`config.mk`:
```
export PLATFORM = sky130hd
export DESIGN_NAME = ltmr_scrub_reg_bank
export DESIGN_NICKNAME = d
export VERILOG_FILES = /design/src/rtl/ltmr_pkg.sv /design/src/rtl/ltmr_reset_deglitch.sv /design/src/rtl/ltmr_scrub_reg_bank.sv
export SDC_FILE = /design/constraint.sdc
export NUM_CORES = 1
export LEC_CHECK = 0
export BUFFER_PORTS_ARGS = -buffer_cell sky130_fd_sc_hd__buf_2
export CORE_MARGIN = 2
export CORE_UTILIZATION = 43
export DETAILED_ROUTE_END_ITERATION = 8
export PLACE_DENSITY = 0.75
export SLEW_MARGIN = 5
export SYNTH_ARGS = -nofsm -noshare
export SYNTH_HDL_FRONTEND = slang
export SYNTH_SLANG_ARGS = --single-unit
```
`constraint.sdc`:
```
create_clock -name CP -period 0.8 [get_ports CP]
set_input_delay 0.16 -clock CP [delete_from_list [all_inputs] [get_ports CP]]
set_output_delay 0.16 -clock CP [all_outputs]
set_load 0.02 [all_outputs]
```
`src/rtl/ltmr_pkg.sv`:
```
// Shared definitions for the LTMR register family: majority vote helper and default sizes.
package ltmr_pkg;

    localparam int unsigned LTMR_WIDTH = 8;
    localparam int unsigned LTMR_CNT_W = 8;

    function automatic logic maj3(input logic a, input logic b, input logic c);
        return (a & b) | (b & c) | (a & c);
    endfunction

endpackage

```
`src/rtl/ltmr_reset_deglitch.sv`:
```
// Reset glitch filter: CDN ORed with a delayed copy of itself, so assertion is delayed
// and release is immediate. The delay element is a CP-sampled flop standing in for DEL3.
module ltmr_reset_deglitch (
    input  logic i_clk,
    input  logic i_cdn,
    output logic o_rst_n
);

    (* dont_touch = "true" *) logic r_cdn_del;

    // Deliberately unreset: it must not follow CDN low without the delay.
    always_ff @(posedge i_clk) begin
        r_cdn_del <= i_cdn;
    end

    assign o_rst_n = i_cdn | r_cdn_del;

endmodule

```
`src/rtl/ltmr_scrub_reg_bank.sv`:
```
// Triple-modular-redundant register bank with majority vote, per-cycle scrubbing,
// SEU pulse flag and saturating upset counter.
module ltmr_scrub_reg_bank
    import ltmr_pkg::*;
#(
    parameter int unsigned      WIDTH     = LTMR_WIDTH,
    parameter logic [WIDTH-1:0] RESET_VAL = '0,
    parameter int unsigned      CNT_W     = LTMR_CNT_W
) (
    input  logic             CP,
    input  logic             CDN,
    input  logic [WIDTH-1:0] D,
    input  logic             EN,
    input  logic             CNT_CLR,
    output logic [WIDTH-1:0] Q,
    output logic             SEU_FLAG,
    output logic [CNT_W-1:0] SEU_CNT
);

    logic                                 w_rst_n;
    (* dont_touch = "true" *) logic [WIDTH-1:0] copy_a;
    (* dont_touch = "true" *) logic [WIDTH-1:0] copy_b;
    (* dont_touch = "true" *) logic [WIDTH-1:0] copy_c;
    logic [WIDTH-1:0]                     w_vote;
    logic [WIDTH-1:0]                     w_next;
    logic                                 w_mismatch;
    logic                                 r_seu_flag;
    logic [CNT_W-1:0]                     r_seu_cnt;

    ltmr_reset_deglitch u_rst_dg (
        .i_clk   (CP),
        .i_cdn   (CDN),
        .o_rst_n (w_rst_n)
    );

    for (genvar g = 0; g < WIDTH; g++) begin : g_vote
        assign w_vote[g] = maj3(copy_a[g], copy_b[g], copy_c[g]);
    end

    assign w_mismatch = |((copy_a ^ copy_b) | (copy_b ^ copy_c));
    assign w_next     = EN ? D : w_vote;

    // Separate processes per copy keep the three registers distinct.
    always_ff @(posedge CP or negedge w_rst_n) begin
        if (!w_rst_n) copy_a <= RESET_VAL;
        else          copy_a <= w_next;
    end

    always_ff @(posedge CP or negedge w_rst_n) begin
        if (!w_rst_n) copy_b <= RESET_VAL;
        else          copy_b <= w_next;
    end

    always_ff @(posedge CP or negedge w_rst_n) begin
        if (!w_rst_n) copy_c <= RESET_VAL;
        else          copy_c <= w_next;
    end

    always_ff @(posedge CP or negedge w_rst_n) begin
        if (!w_rst_n) begin
            r_seu_flag <= 1'b0;
            r_seu_cnt  <= '0;
        end else begin
            r_seu_flag <= w_mismatch;
            if (CNT_CLR) begin
                r_seu_cnt <= '0;
            end else if (w_mismatch && (r_seu_cnt != '1)) begin
                r_seu_cnt <= r_seu_cnt + CNT_W'(1);
            end
        end
    end

    assign Q        = w_vote;
    assign SEU_FLAG = r_seu_flag;
    assign SEU_CNT  = r_seu_cnt;

endmodule

```
==> metrics.txt, run 1 <==
CP max stage cell=dfrtp_2; Final Cycle Share=125%; Commonest cells post-synth=dfrtp_1, mux2_4, nor2b_1; final hold vios=0; synth unique cells=8; Synth Flop Type=dfrtp_1; vias in the first global route=390; TritonRoute pass-1 iters=4; Detailed Route WL=1250 um; post-layout util=73.2%; largest net degree at the start of global routing=17; Post-synth EDFFs=0; critical path fanouts, max=2; area of the multi-input gates=180 um2; DR WL/cell=14.0 um; WP buf/inv=1; CP arrival=0.84 ns; Initial Util=47.0%; mean post-synth cell area=16.7 um2; Warnings, synthesis=0; Critical R2R Capture=copy_c[4]$_DFFE_PN0P_; Max Slew Vio Count=0; Routability Congestion=0.703; CTS tree=done; wire length of the first global-routing pass=1940 um; synthesized net count=49; Worst Skew=0.000508 ns; Die Ht=42.0 um; Antenna Nets Post-Route=0; # clock sinks=17; Horiz. Die Dim=42.0 um; leading post-synthesis cells by cell area=dfrtp_1, mux2_4, nor2b_1, dfxtp_1, buf_6; via count=403; Max VDD drop=0.00132 V; Hold Crit Depth=2; worst skew pair latency=0.28 ns; Syn Std Cell Area=619 um2; worst reg-to-reg setup slack=-0.14 ns; asr flop ratio synth=94.1%; worst-case reg-to-reg path depth=2; Via-to-Cell Ratio=4.53; RSZ-0062 raised after global routing=true; CP endpoint kind=output pin; most numerous cell in the Yosys netlist=dfrtp_1; Worst Hold Class=input pin to flip-flop; I/O pins=29; #FFs+latches synth=17; clk root buf=clkbuf_4; DR iter-0 viols=5; largest area contributor in the netlist=dfrtp_1; pwr dens=1750 nW/um2; hold_ws=0.110 ns; cell count after synthesis=37; drt drc=0; worst r2r src=copy_c[4]$_DFFE_PN0P_; f_max=1.00 GHz; Max H-tree Level=1; Yosys top cell area share=64.6%; Post-DP Area=764 um2; post-route cell area=965 um2; nets=87; HP Start=D[7]; status=finished with violations; P&R area growth vs syn=55.8%; initial antenna violation count=0; Worst path max stage delay=0.43 ns; Antenna diodes=0; Final Setup Violations=22; Largest delay share family, worst path=flip-flops; ordered cell list for the critical path=buf_6; post-place setup slack=-0.0627 ns; worst setup margin=-0.198 ns; Seq/Total Area, Yosys=67.9%; CTS buffer count=3; min cycle time layout=0.998 ns; critical setup path kind=flip-flop to output pin; startpoint types=flip-flop; Seq. cell area=430 um2; Congestion Overflow GR=0; Leak=0.492 nW; CP required=0.64 ns; PortBufs=27; Core ar.=1320 um2; FP Rows=13; MaxCap Viol Count=0; failing checks=negative setup slack; fraction of layout instances using a drive strength above 1=73.0%; Setup TNS=-3.40 ns; # fillers=98; Longest Clk Path Bufs=2; Worst-path clk slew=0.09 ns; GRT Util Overall=15.7%; Die ar.=1760 um2; worst hold endpoint=copy_c[7]$_DFFE_PN0P_
==> metrics by stage <==
step           power (mW)  instances
2_1_floorplan        1.10         37
3_3_place_gp         1.17         77
3_5_place_dp         1.17         77
4_1_cts              1.68         85
5_1_grt              1.77         89
6_report             1.69         89
==> cells in the final DEF, fill, tap and decap left out <==
cell	instances
clkbuf_1	1
mux2_4	8
dfrtp_1	8
buf_2	11
nor2b_1	8
buf_4	4
or2_2	1
dlygate4sd3_1	1
buf_6	19
dfxtp_1	1
conb_1	1
clkbuf_4	3
dfrtp_2	8
==> registers in the layout, summed over array words and instances (netlist names) <==
| name | count |
|---|---|
| SEU_CNT | 8 |
| copy_c | 8 |
| u_rst_dg.r_cdn_del | 1 |
==> worst max-delay path by stage <==
stage	startpoint	to	slack, ns	depth (start not counted)
2_1_floorplan	copy_c[0]$_DFFE_PN0P_	copy_c[0]$_DFFE_PN0P_	-0.02	1
3_3_place_gp	EN	copy_c[5]$_DFFE_PN0P_	-0.03	2
3_5_place_dp	EN	copy_c[4]$_DFFE_PN0P_	-0.06	2
4_1_cts	copy_c[5]$_DFFE_PN0P_	Q[5]	-0.20	1
5_1_grt	copy_c[4]$_DFFE_PN0P_	Q[4]	-0.24	1
6_report	copy_c[4]$_DFFE_PN0P_	Q[4]	-0.20	1
==> metal layers <==
layer | global-route usage, % | routed length [um] | up-vias
met4 | 3.87 | 14 | 0
met5 | 0 | 0 | -
met3 | 6.52 | 66 | 2
li1 | - | - | 191
met2 | 22.5 | 639 | 14
met1 | 22.1 | 529 | 196
==> timing repair <==
action                                  4_1_cts  5_1_grt
endpoints found under the setup margin       17       23
resized for setup                            32        3
hold endpoints to repair                     17        0
setup buffers                                 3        4
pin swaps                                     0        0
hold buffers                                  1        0
==> power breakdown <==
part,switching (mW),internal [mW]
Clock,0.234,0.193
Sequential,0.0337,0.909
Combinational,0.128,0.188
Total,0.396,1.29
==> kinds of logic after synthesis <==
kind of cell	count (synthesis)	share of synthesized area, %
flops	17	67.9
simple gates	9	9.09
mux	8	19.4
buf+inv	2	3.03
other cells	1	0.605
==> final cells by class <==
cell class	instances	area share [%]
Multi-Input combinational cell	18	18.7
Timing Repair Buffer	35	32.0
Tap cell	15	1.95
Clock buffer	4	2.72
Sequential cell	17	44.6
(Power assumes the default switching activity.)
==> run 2, diff against run 1 <==
==> constraint.sdc (replaced) <==
create_clock -name CP -period 0.8 [get_ports CP]
set_input_delay 0.24 -clock CP [delete_from_list [all_inputs] [get_ports CP]]
set_output_delay 0.24 -clock CP [all_outputs]
set_load 0.02 [all_outputs]
==> metrics.txt, run 2 (same netlist as run 1, synthesis figures left out) <==
failing checks=negative hold slack, negative setup slack; FP Rows=13 (unchanged); min cycle time layout=1.07 ns (+0.0747 ns); # clock sinks=17 (unchanged); pwr dens=1760 nW/um2 (+0.98%); initial antenna violation count=0 (unchanged); Worst-path clk slew=0.09 ns (about the same); Die Ht=42.0 um (unchanged); Largest delay share family, worst path=flip-flops; commonest non-fill, non-tap cell in the layout=buf_6; Layout Cells excl Fill=88 (-1.1%); worst setup margin=-0.273 ns (-0.0747 ns); ordered cell list for the critical path=buf_6; Final Cycle Share=134% (+9.3 points); final hold vios=16 (+16); Worst Skew=0.00227 ns (+0.00176 ns); Horiz. Die Dim=42.0 um (unchanged); CTS tree=done; WP buf/inv=1 (unchanged); post-place setup slack=-0.143 ns (-0.0800 ns); dpl cells=77 (unchanged); drt drc=0 (unchanged); worst reg-to-reg setup slack=-0.25 ns (-0.11 ns); post-route cell area=951 um2 (-1.4%); Longest Clk Path Bufs=2 (unchanged); clk root buf=clkbuf_4; post-layout util=72.2% (-1.0 points); Total Power=1.68 mW (-0.46%); DR iter-0 viols=3 (-2); via count=403 (unchanged); Leak=0.487 nW (-1.1%); RSZ-0062 raised after global routing=true; critical setup path kind=flip-flop to output pin; critical path fanouts, max=2 (unchanged); Detailed Route WL=1220 um (-2.8%); fraction of layout instances using a drive strength above 1=74.0% (+1.0 points); I/O pins=29 (unchanged); status=finished with violations; P&R area growth vs syn=53.5%; CTS buffer count=3 (unchanged); Max H-tree Level=1 (unchanged); Congestion Overflow GR=0 (unchanged); Core ar.=1320 um2 (unchanged); CP arrival=0.83 ns (about the same); Max VDD drop=0.00132 V (-0.56%); Routability Congestion=0.703 (unchanged); startpoint types=flip-flop; CP required=0.56 ns (-0.08 ns); worst skew pair latency=0.28 ns (about the same); DR WL/cell=13.8 um (-1.7%); Post-DP Area=764 um2 (unchanged); nets=86 (-1.1%); Final Setup Violations=20 (-9.1%); wire length of the first global-routing pass=1880 um (-2.8%); largest net degree at the start of global routing=17 (unchanged); Via-to-Cell Ratio=4.58 (+1.1%); CP endpoint kind=output pin; hold_ws=-0.0477 ns (-0.158 ns); Die ar.=1760 um2 (unchanged); Antenna diodes=0 (unchanged); PortBufs=27 (unchanged); f_max=0.932 GHz (-7.0%); GRT Util Overall=15.1% (-0.55 points); Initial Util=47.0% (unchanged); Antenna Nets Post-Route=0 (unchanged); Max Slew Vio Count=0 (unchanged); vias in the first global route=372 (-4.6%); Worst path max stage delay=0.42 ns (about the same); CP max stage cell=dfrtp_2; MaxCap Viol Count=0 (unchanged); Worst Hold Class=input pin to async pin; Setup TNS=-4.67 ns (-1.26 ns); TritonRoute pass-1 iters=4 (unchanged); commonest non-fill, non-tap cells in the layout=buf_6, buf_2
-- run 2: layout make-up --
class / instances / area (um2)
well taps: 15 / 18.8
fillers: 98 / 367
flip-flops and latches: 17 / 430
multi-input cells: 18 / 180
repair buffers: 34 / 295
clock buffers: 4 / 26.3
-- run 2: path summary, 6_finish.rpt --
| path | endpoint | depth (start not counted) | from |
|---|---|---|---|
| worst max-delay path | Q[5] | 1 | copy_c[5]$_DFFE_PN0P_ |
| worst min-delay path | copy_c[6]$_DFFE_PN0P_ | 2 | CDN |
| worst max register to register | copy_c[4]$_DFFE_PN0P_ | 3 | copy_c[4]$_DFFE_PN0P_ |
| worst min register to register | copy_c[6]$_DFFE_PN0P_ | 1 | u_rst_dg.r_cdn_del$_DFF_P_ |
| max in group asynchronous | copy_c[2]$_DFFE_PN0P_ | 1 | u_rst_dg.r_cdn_del$_DFF_P_ |
| min in group CP | u_rst_dg.r_cdn_del$_DFF_P_ | 1 | CDN |
-- run 2: repair_timing --
item,4_1_cts,5_1_grt
resized for setup,32,2
endpoints found under the hold margin,16,16
gates cloned,0,0
setup endpoints to repair,17,23
setup buffers,3,4
-- run 2: where the power goes --
part / switching, mW / leakage (nW) / internal [mW]
clock: 0.234 / 0.0150 / 0.193
sequential: 0.0315 / 0.204 / 0.908
combinational: 0.129 / 0.268 / 0.182
total: 0.394 / 0.487 / 1.28
-- run 2: per-layer routing --
metal  routed length (um)  track usage [%]
met5                    0                0
met4                   14             3.87
met3                   68             6.52
met2                  588             20.3
met1                  544             22.4
